[src/rtl/dec_ser_pkg.sv]
// Shared constants and types for the two-channel decimator serializer.
package dec_ser_pkg;
   localparam int DATA_W_DEF = 22;
   localparam int FRAME_LEN  = DATA_W_DEF + 1;
   localparam int CNT_W      = $clog2(FRAME_LEN);

   typedef enum logic [1:0] {
      ST_IDLE  = 2'd0,
      ST_SHIFT = 2'd1,
      ST_GAP   = 2'd2
   } state_t;

   function automatic int frame_len_for(input int data_w);
      return data_w + 1;
   endfunction

   // Counter holds the number of bits still to go after the id bit, max data_w.
   function automatic int cnt_w_for(input int data_w);
      return $clog2(data_w + 1);
   endfunction
endpackage

[src/rtl/dec_ser_chan_buf.sv]
// One-entry holding register per decimator channel with pending flag and sticky overflow.
// A capture in the same cycle as a grant refills the entry without counting as overflow.
module dec_ser_chan_buf
   import dec_ser_pkg::*;
#(
   parameter int DATA_W = DATA_W_DEF
) (
   input  logic              clk,
   input  logic              rst,
   input  logic [DATA_W-1:0] sample,
   input  logic              valid,
   input  logic              grant,
   input  logic              ovf_clr,
   output logic [DATA_W-1:0] held,
   output logic              pending,
   output logic              ovf
);

   always_ff @(posedge clk or posedge rst) begin
      if (rst) begin
         held    <= '0;
         pending <= 1'b0;
         ovf     <= 1'b0;
      end else begin
         if (valid) begin
            held    <= sample;
            pending <= 1'b1;
         end else if (grant) begin
            pending <= 1'b0;
         end

         // A new overflow outranks a simultaneous clear.
         if (valid && pending && !grant)
            ovf <= 1'b1;
         else if (ovf_clr)
            ovf <= 1'b0;
      end
   end

endmodule

[src/rtl/dec_ser_arbiter.sv]
// Round-robin arbiter and serializer: two decimator channels share one serial line,
// each frame is the channel id bit followed by the sample MSB first.
//
//   state    | meaning
//   ---------+-------------------------------------------------------------
//   ST_IDLE  | line quiet, waiting for a pending entry
//   ST_SHIFT | frame on data_o, one bit per cycle, id bit first
//   ST_GAP   | forced quiet cycles between frames (GAP of them)
module dec_ser_arbiter
   import dec_ser_pkg::*;
#(
   parameter int DATA_W = DATA_W_DEF,
   parameter int GAP    = 1
) (
   input  logic              clk,
   input  logic              rst,
   input  logic [DATA_W-1:0] ch0_data_i,
   input  logic              ch0_valid_i,
   input  logic [DATA_W-1:0] ch1_data_i,
   input  logic              ch1_valid_i,
   input  logic              ovf_clr_i,
   output logic              data_o,
   output logic              frame_sync_o,
   output logic              busy_o,
   output logic [1:0]        ovf_o
);

   localparam int              BIT_W     = cnt_w_for(DATA_W);
   localparam int              FRM_LEN   = frame_len_for(DATA_W);
   localparam logic [BIT_W-1:0] DATA_CNT = BIT_W'(FRM_LEN - 1);
   localparam logic [2:0]      GAP_LOAD  = (GAP > 0) ? 3'(GAP - 1) : 3'd0;

   state_t              state;
   logic [DATA_W-1:0]   sreg;
   logic [BIT_W-1:0]    bit_cnt;
   logic [2:0]          gap_cnt;
   logic                last_grant;

   logic [DATA_W-1:0]   held0, held1;
   logic [1:0]          pend;
   logic                pick;
   logic                load;
   logic [DATA_W:0]     frame;

   dec_ser_chan_buf #(.DATA_W(DATA_W)) u_buf0 (
      .clk     (clk),
      .rst     (rst),
      .sample  (ch0_data_i),
      .valid   (ch0_valid_i),
      .grant   (load & ~pick),
      .ovf_clr (ovf_clr_i),
      .held    (held0),
      .pending (pend[0]),
      .ovf     (ovf_o[0])
   );

   dec_ser_chan_buf #(.DATA_W(DATA_W)) u_buf1 (
      .clk     (clk),
      .rst     (rst),
      .sample  (ch1_data_i),
      .valid   (ch1_valid_i),
      .grant   (load & pick),
      .ovf_clr (ovf_clr_i),
      .held    (held1),
      .pending (pend[1]),
      .ovf     (ovf_o[1])
   );

   // Loading can happen from IDLE, or straight out of the last data bit when GAP is 0.
   always_comb begin
      pick = pend[1];
      if (pend == 2'b11)
         pick = ~last_grant;
      load = 1'b0;
      if (pend != 2'b00) begin
         if (state == ST_IDLE)
            load = 1'b1;
         else if (state == ST_SHIFT && bit_cnt == '0 && GAP == 0)
            load = 1'b1;
      end
      frame = pick ? {1'b1, held1} : {1'b0, held0};
   end

   always_ff @(posedge clk or posedge rst) begin
      if (rst) begin
         state        <= ST_IDLE;
         sreg         <= '0;
         bit_cnt      <= '0;
         gap_cnt      <= '0;
         last_grant   <= 1'b1;
         data_o       <= 1'b0;
         frame_sync_o <= 1'b0;
         busy_o       <= 1'b0;
      end else begin
         frame_sync_o <= 1'b0;
         if (load) begin
            state        <= ST_SHIFT;
            data_o       <= frame[DATA_W];
            sreg         <= frame[DATA_W-1:0];
            bit_cnt      <= DATA_CNT;
            last_grant   <= pick;
            frame_sync_o <= 1'b1;
            busy_o       <= 1'b1;
         end else begin
            case (state)
               ST_IDLE: begin
                  data_o <= 1'b0;
                  busy_o <= 1'b0;
               end
               ST_SHIFT: begin
                  if (bit_cnt != '0) begin
                     data_o  <= sreg[DATA_W-1];
                     sreg    <= {sreg[DATA_W-2:0], 1'b0};
                     bit_cnt <= bit_cnt - 1'b1;
                  end else if (GAP > 0) begin
                     state   <= ST_GAP;
                     data_o  <= 1'b0;
                     gap_cnt <= GAP_LOAD;
                  end else begin
                     state  <= ST_IDLE;
                     data_o <= 1'b0;
                     busy_o <= 1'b0;
                  end
               end
               ST_GAP: begin
                  data_o <= 1'b0;
                  if (gap_cnt == '0) begin
                     state  <= ST_IDLE;
                     busy_o <= 1'b0;
                  end else begin
                     gap_cnt <= gap_cnt - 1'b1;
                  end
               end
               default: begin
                  state  <= ST_IDLE;
                  data_o <= 1'b0;
                  busy_o <= 1'b0;
               end
            endcase
         end
      end
   end

endmodule

[config.mk]
export PLATFORM = sky130hd
export DESIGN_NAME = dec_ser_arbiter
export DESIGN_NICKNAME = d
export VERILOG_FILES = /design/src/rtl/dec_ser_pkg.sv /design/src/rtl/dec_ser_chan_buf.sv /design/src/rtl/dec_ser_arbiter.sv
export SDC_FILE = /design/constraint.sdc
export NUM_CORES = 1
export LEC_CHECK = 0
export ABC_AREA = 1
export CAP_MARGIN = 40
export CORE_ASPECT_RATIO = 0.7
export CORE_MARGIN = 3
export CORE_UTILIZATION = 40
export CTS_BUF_LIST = sky130_fd_sc_hd__clkbuf_8
export CTS_CLUSTER_DIAMETER = 150
export DETAILED_ROUTE_END_ITERATION = 8
export SKIP_LAST_GASP = 1
export SYNTH_ARGS = -nofsm -noshare
export SYNTH_HDL_FRONTEND = slang
export SYNTH_SLANG_ARGS = --single-unit
export TNS_END_PERCENT = 100
[constraint.sdc]
create_clock -name clk -period 5 [get_ports clk]
set_input_delay 0.75 -clock clk [delete_from_list [all_inputs] [get_ports clk]]
set_output_delay 0.75 -clock clk [all_outputs]
set_load 0.01 [all_outputs]
==> results.sh <==
export IMPL_synth_xor_area_share_pct=0.221
export IMPL_io_buffers=53
export IMPL_p_per_area_nw_per_um2=276
export IMPL_track_usage_pct=17.7
export IMPL_cp_max_fo=24
export IMPL_synth_fa_ha_area_share_pct=1.89
export IMPL_grt_overflow=0
export IMPL_ys_seq_area_share_pct=53.0
export IMPL_diodes=0
export IMPL_arrival_ns=2.74
export IMPL_switching_share_pct=23.4
export IMPL_combPwrFrac_pct=7.7
export IMPL_pwr_share_clk_pct=35.9
export IMPL_ff2ff_path_depth=6
export IMPL_met3_length_um=460
export IMPL_antenna_left=0
export IMPL_drtIter0Drc=259
export IMPL_synth_flop_cell="dfrtp_1"
export IMPL_cts_buffer_depth=2
export IMPL_worstHoldStart="u_buf1.held[21]"
export IMPL_crit_chain="clkdlybuf4s50_1 -> inv_1 -> nand2_1 -> nand2_1"
export IMPL_syn_nets=544
export IMPL_cpMostUsedCell="nand2_1"
export IMPL_h_tree_depth=3
export IMPL_tns_ns=0
export IMPL_ys_ff_latch=84
export IMPL_hold_viol=0
export IMPL_post_cts_buffers=0
export IMPL_worstMarginPinSlew_ns=0.961
export IMPL_ctsHoldBuffers=0
export IMPL_synth_async_reset_ratio_pct=100
export IMPL_cts_num_sinks=84
export IMPL_rsz0062_at_grt="false"
export IMPL_finalCriticalPeriod_ns=2.49
export IMPL_grt_pass1_vias=3135
export IMPL_reg2reg_to="u_buf1.ovf"
export IMPL_n_fill_cell=913
export IMPL_cap_violations=0
export IMPL_report_final_setup_viol=0
export IMPL_total_power_mw=1.29
export IMPL_holdPathStages=2
export IMPL_maxSlewHeadroom_pct=35.9
export IMPL_cp_top_family="buffers and inverters"
export IMPL_synth_simple_area_share_pct=35.9
export IMPL_crit_type="in -> reg"
export IMPL_seq_power_share_pct=56.4
export IMPL_p_switching_uw=303
export IMPL_drv_slew=0
export IMPL_wl_um=9260
export IMPL_start_kind="input pin"
export IMPL_antenna_found_initial=0
export IMPL_synth_edf_count=0
export IMPL_fp_dieArea_um2=11200
export IMPL_route_met2_wl_um=4280
export IMPL_worstPathRequired_ns=5.25
export IMPL_critical_path_max_stage_delay_ns=1.05
export IMPL_hold_path_endpoint="u_buf1.held[21]"
export IMPL_start_util_pct=42.4
export IMPL_synthDistinctLibCells=23
export IMPL_via_count=3233
export IMPL_m1WireLength_um=4410
export IMPL_p_leak_nw=2.41
export IMPL_synthMuxAreaShare_pct=0
export IMPL_routabilityCongestion=0.794
export IMPL_clk_latency_ns=0.36
export IMPL_end_kind="flop"
export IMPL_grt_pass1_wl_um=15700
export IMPL_layout_drive_gt1_share_pct=5.30
export IMPL_drt_pass1_iter_count=4
export IMPL_hp_class="reg -> reg"
export IMPL_hpwl_um=6080
export IMPL_cp_slowest_cell="clkdlybuf4s50_1"
export IMPL_reg2reg_setup_slack_ns=2.69
export IMPL_rows=29
export IMPL_period_share_pct=49.8
export IMPL_cts_buffers=9
export IMPL_synth_top_family_by_area="simple AND/OR/NAND/NOR gates"
export IMPL_clkTransAtPathRegs_ns=0.08
export IMPL_status="finished, final reports clean"
export IMPL_final_cell_mix="225 x nand2_1, 83 x dfrtp_1, 73 x nand3_1"
export IMPL_synth_compound_area_share_pct=1.92
export IMPL_syn_to_final_growth_pct=18.3
export IMPL_yosysWarnings=0
export IMPL_die_x_um=125
export IMPL_cts_root_buf="clkbuf_8"
export IMPL_drc_errors=0
export IMPL_core_area_um2=9360
export IMPL_synthCells=489
export IMPL_path_buf_inv=2
export IMPL_cts_tree="done"
export IMPL_final_nets=579
export IMPL_dr_max_layer_used="met4"
export IMPL_max_freq_mhz=402
export IMPL_final_common_cell="nand2_1"
export IMPL_die_h_um=89.3
export IMPL_intPower_uw=992
export IMPL_max_vdd_ir_drop_uv=143
export IMPL_fin_skew_ns=0.00660
export IMPL_rr_startpoint="u_buf0.pending"
export IMPL_post_drt_wl_per_cell_um=14.2
export IMPL_syn_area_um2=3970
export IMPL_grt_max_degree=56
export IMPL_boundaryPins=54
export IMPL_cts_resized=0
export IMPL_viasPerCell=4.96
export IMPL_avgSynthCellArea_um2=8.11
==> stage by stage <==
stage	hold WS, ns	util (%)	instances	cell area, um^2	worst slack [ns]
CTS	0.479	50.1	652	4690	2.50
detailed placement	0.459	48.1	637	4510	2.12
global route	0.496	50.1	652	4690	2.36
finish	0.474	50.1	652	4690	2.51
floorplan	0.442	-	489	3970	2.09
global placement	0.456	47.7	635	4460	2.18
==> sequential cells by signal (all words and copies together), names as in the netlist <==
signal / flops
bit_cnt: 5
busy_o: 1
data_o: 1
frame_sync_o: 1
gap_cnt: 3
last_grant: 1
sreg: 22
state: 2
u_buf0.held: 22
u_buf0.ovf: 1
u_buf0.pending: 1
u_buf1.held: 22
u_buf1.ovf: 1
u_buf1.pending: 1
==> routing by layer <==
layer  up-vias  global-route usage (%)
li1       1633                       -
met1      1514                    23.4
met2        75                    29.2
met3        11                    4.84
met4         0                    4.82
met5         -                       0
==> power by group through the flow <==
stage	Sequential, mW	Combinational (mW)	Clock (mW)
after global placement	0.744	0.0991	0
after floorplan	0.738	0.0488	0
after global routing	0.734	0.113	0.500
final	0.730	0.0991	0.465
after CTS	0.730	0.102	0.479
after detailed placement	0.744	0.102	0
==> kinds of logic (layout without fill, tap and decap cells) <==
group / Yosys count / in the layout
xor+xnor: 1 / 1
buf+inv: 51 / 90
simple gates: 334 / 334
fa+ha+maj: 6 / 6
flops: 84 / 84
compound gates: 13 / 13
==> area by class of cell <==
| cell class | instances | area, um^2 | share of cell area [%] |
|---|---|---|---|
| Sequential cell | 84 | 2100 | 44.8 |
| Multi-Input combinational cell | 354 | 1590 | 33.9 |
| Timing Repair Buffer | 57 | 588 | 12.5 |
| Clock buffer | 13 | 179 | 3.81 |
| Tap cell | 124 | 155 | 3.31 |
| Inverter | 18 | 68.8 | 1.47 |
| Clock inverter | 2 | 8.76 | 0.187 |
==> tightest hold or removal path, stage by stage, from the launching register on <==
cell	delay [ns]
dfrtp_1	0.35
nand2_1	0.05
nand2_1	0.05
==> synthesized netlist by cell type, types with 2 or more instances <==
library cell	count	area share (%)
buf_2	6	0.76
buf_4	4	0.76
buf_6	9	2.6
clkbuf_1	14	1.3
dfrtp_1	83	52
ha_1	6	1.9
inv_1	17	1.6
nand2_1	225	21
nand2_2	3	0.47
nand3_1	73	9.2
nand4_1	23	3.6
nor2_1	7	0.66
o21ai_0	7	0.88
o22ai_1	2	0.32
or2_2	2	0.32
==> worst max path at each step <==
stage | startpoint | end | slack (ns) | cells past startpoint
floorplan | rst | bit_cnt[0] | 2.09 | 1
global placement | ch0_valid_i | u_buf0.ovf | 2.18 | 3
detailed placement | ch0_valid_i | u_buf0.held[10] | 2.12 | 4
CTS | ch0_valid_i | u_buf0.held[10] | 2.50 | 4
global route | ch0_valid_i | u_buf0.held[9] | 2.36 | 4
finish | ch0_valid_i | u_buf0.held[10] | 2.51 | 4
Power figures use the tool's default switching activity.
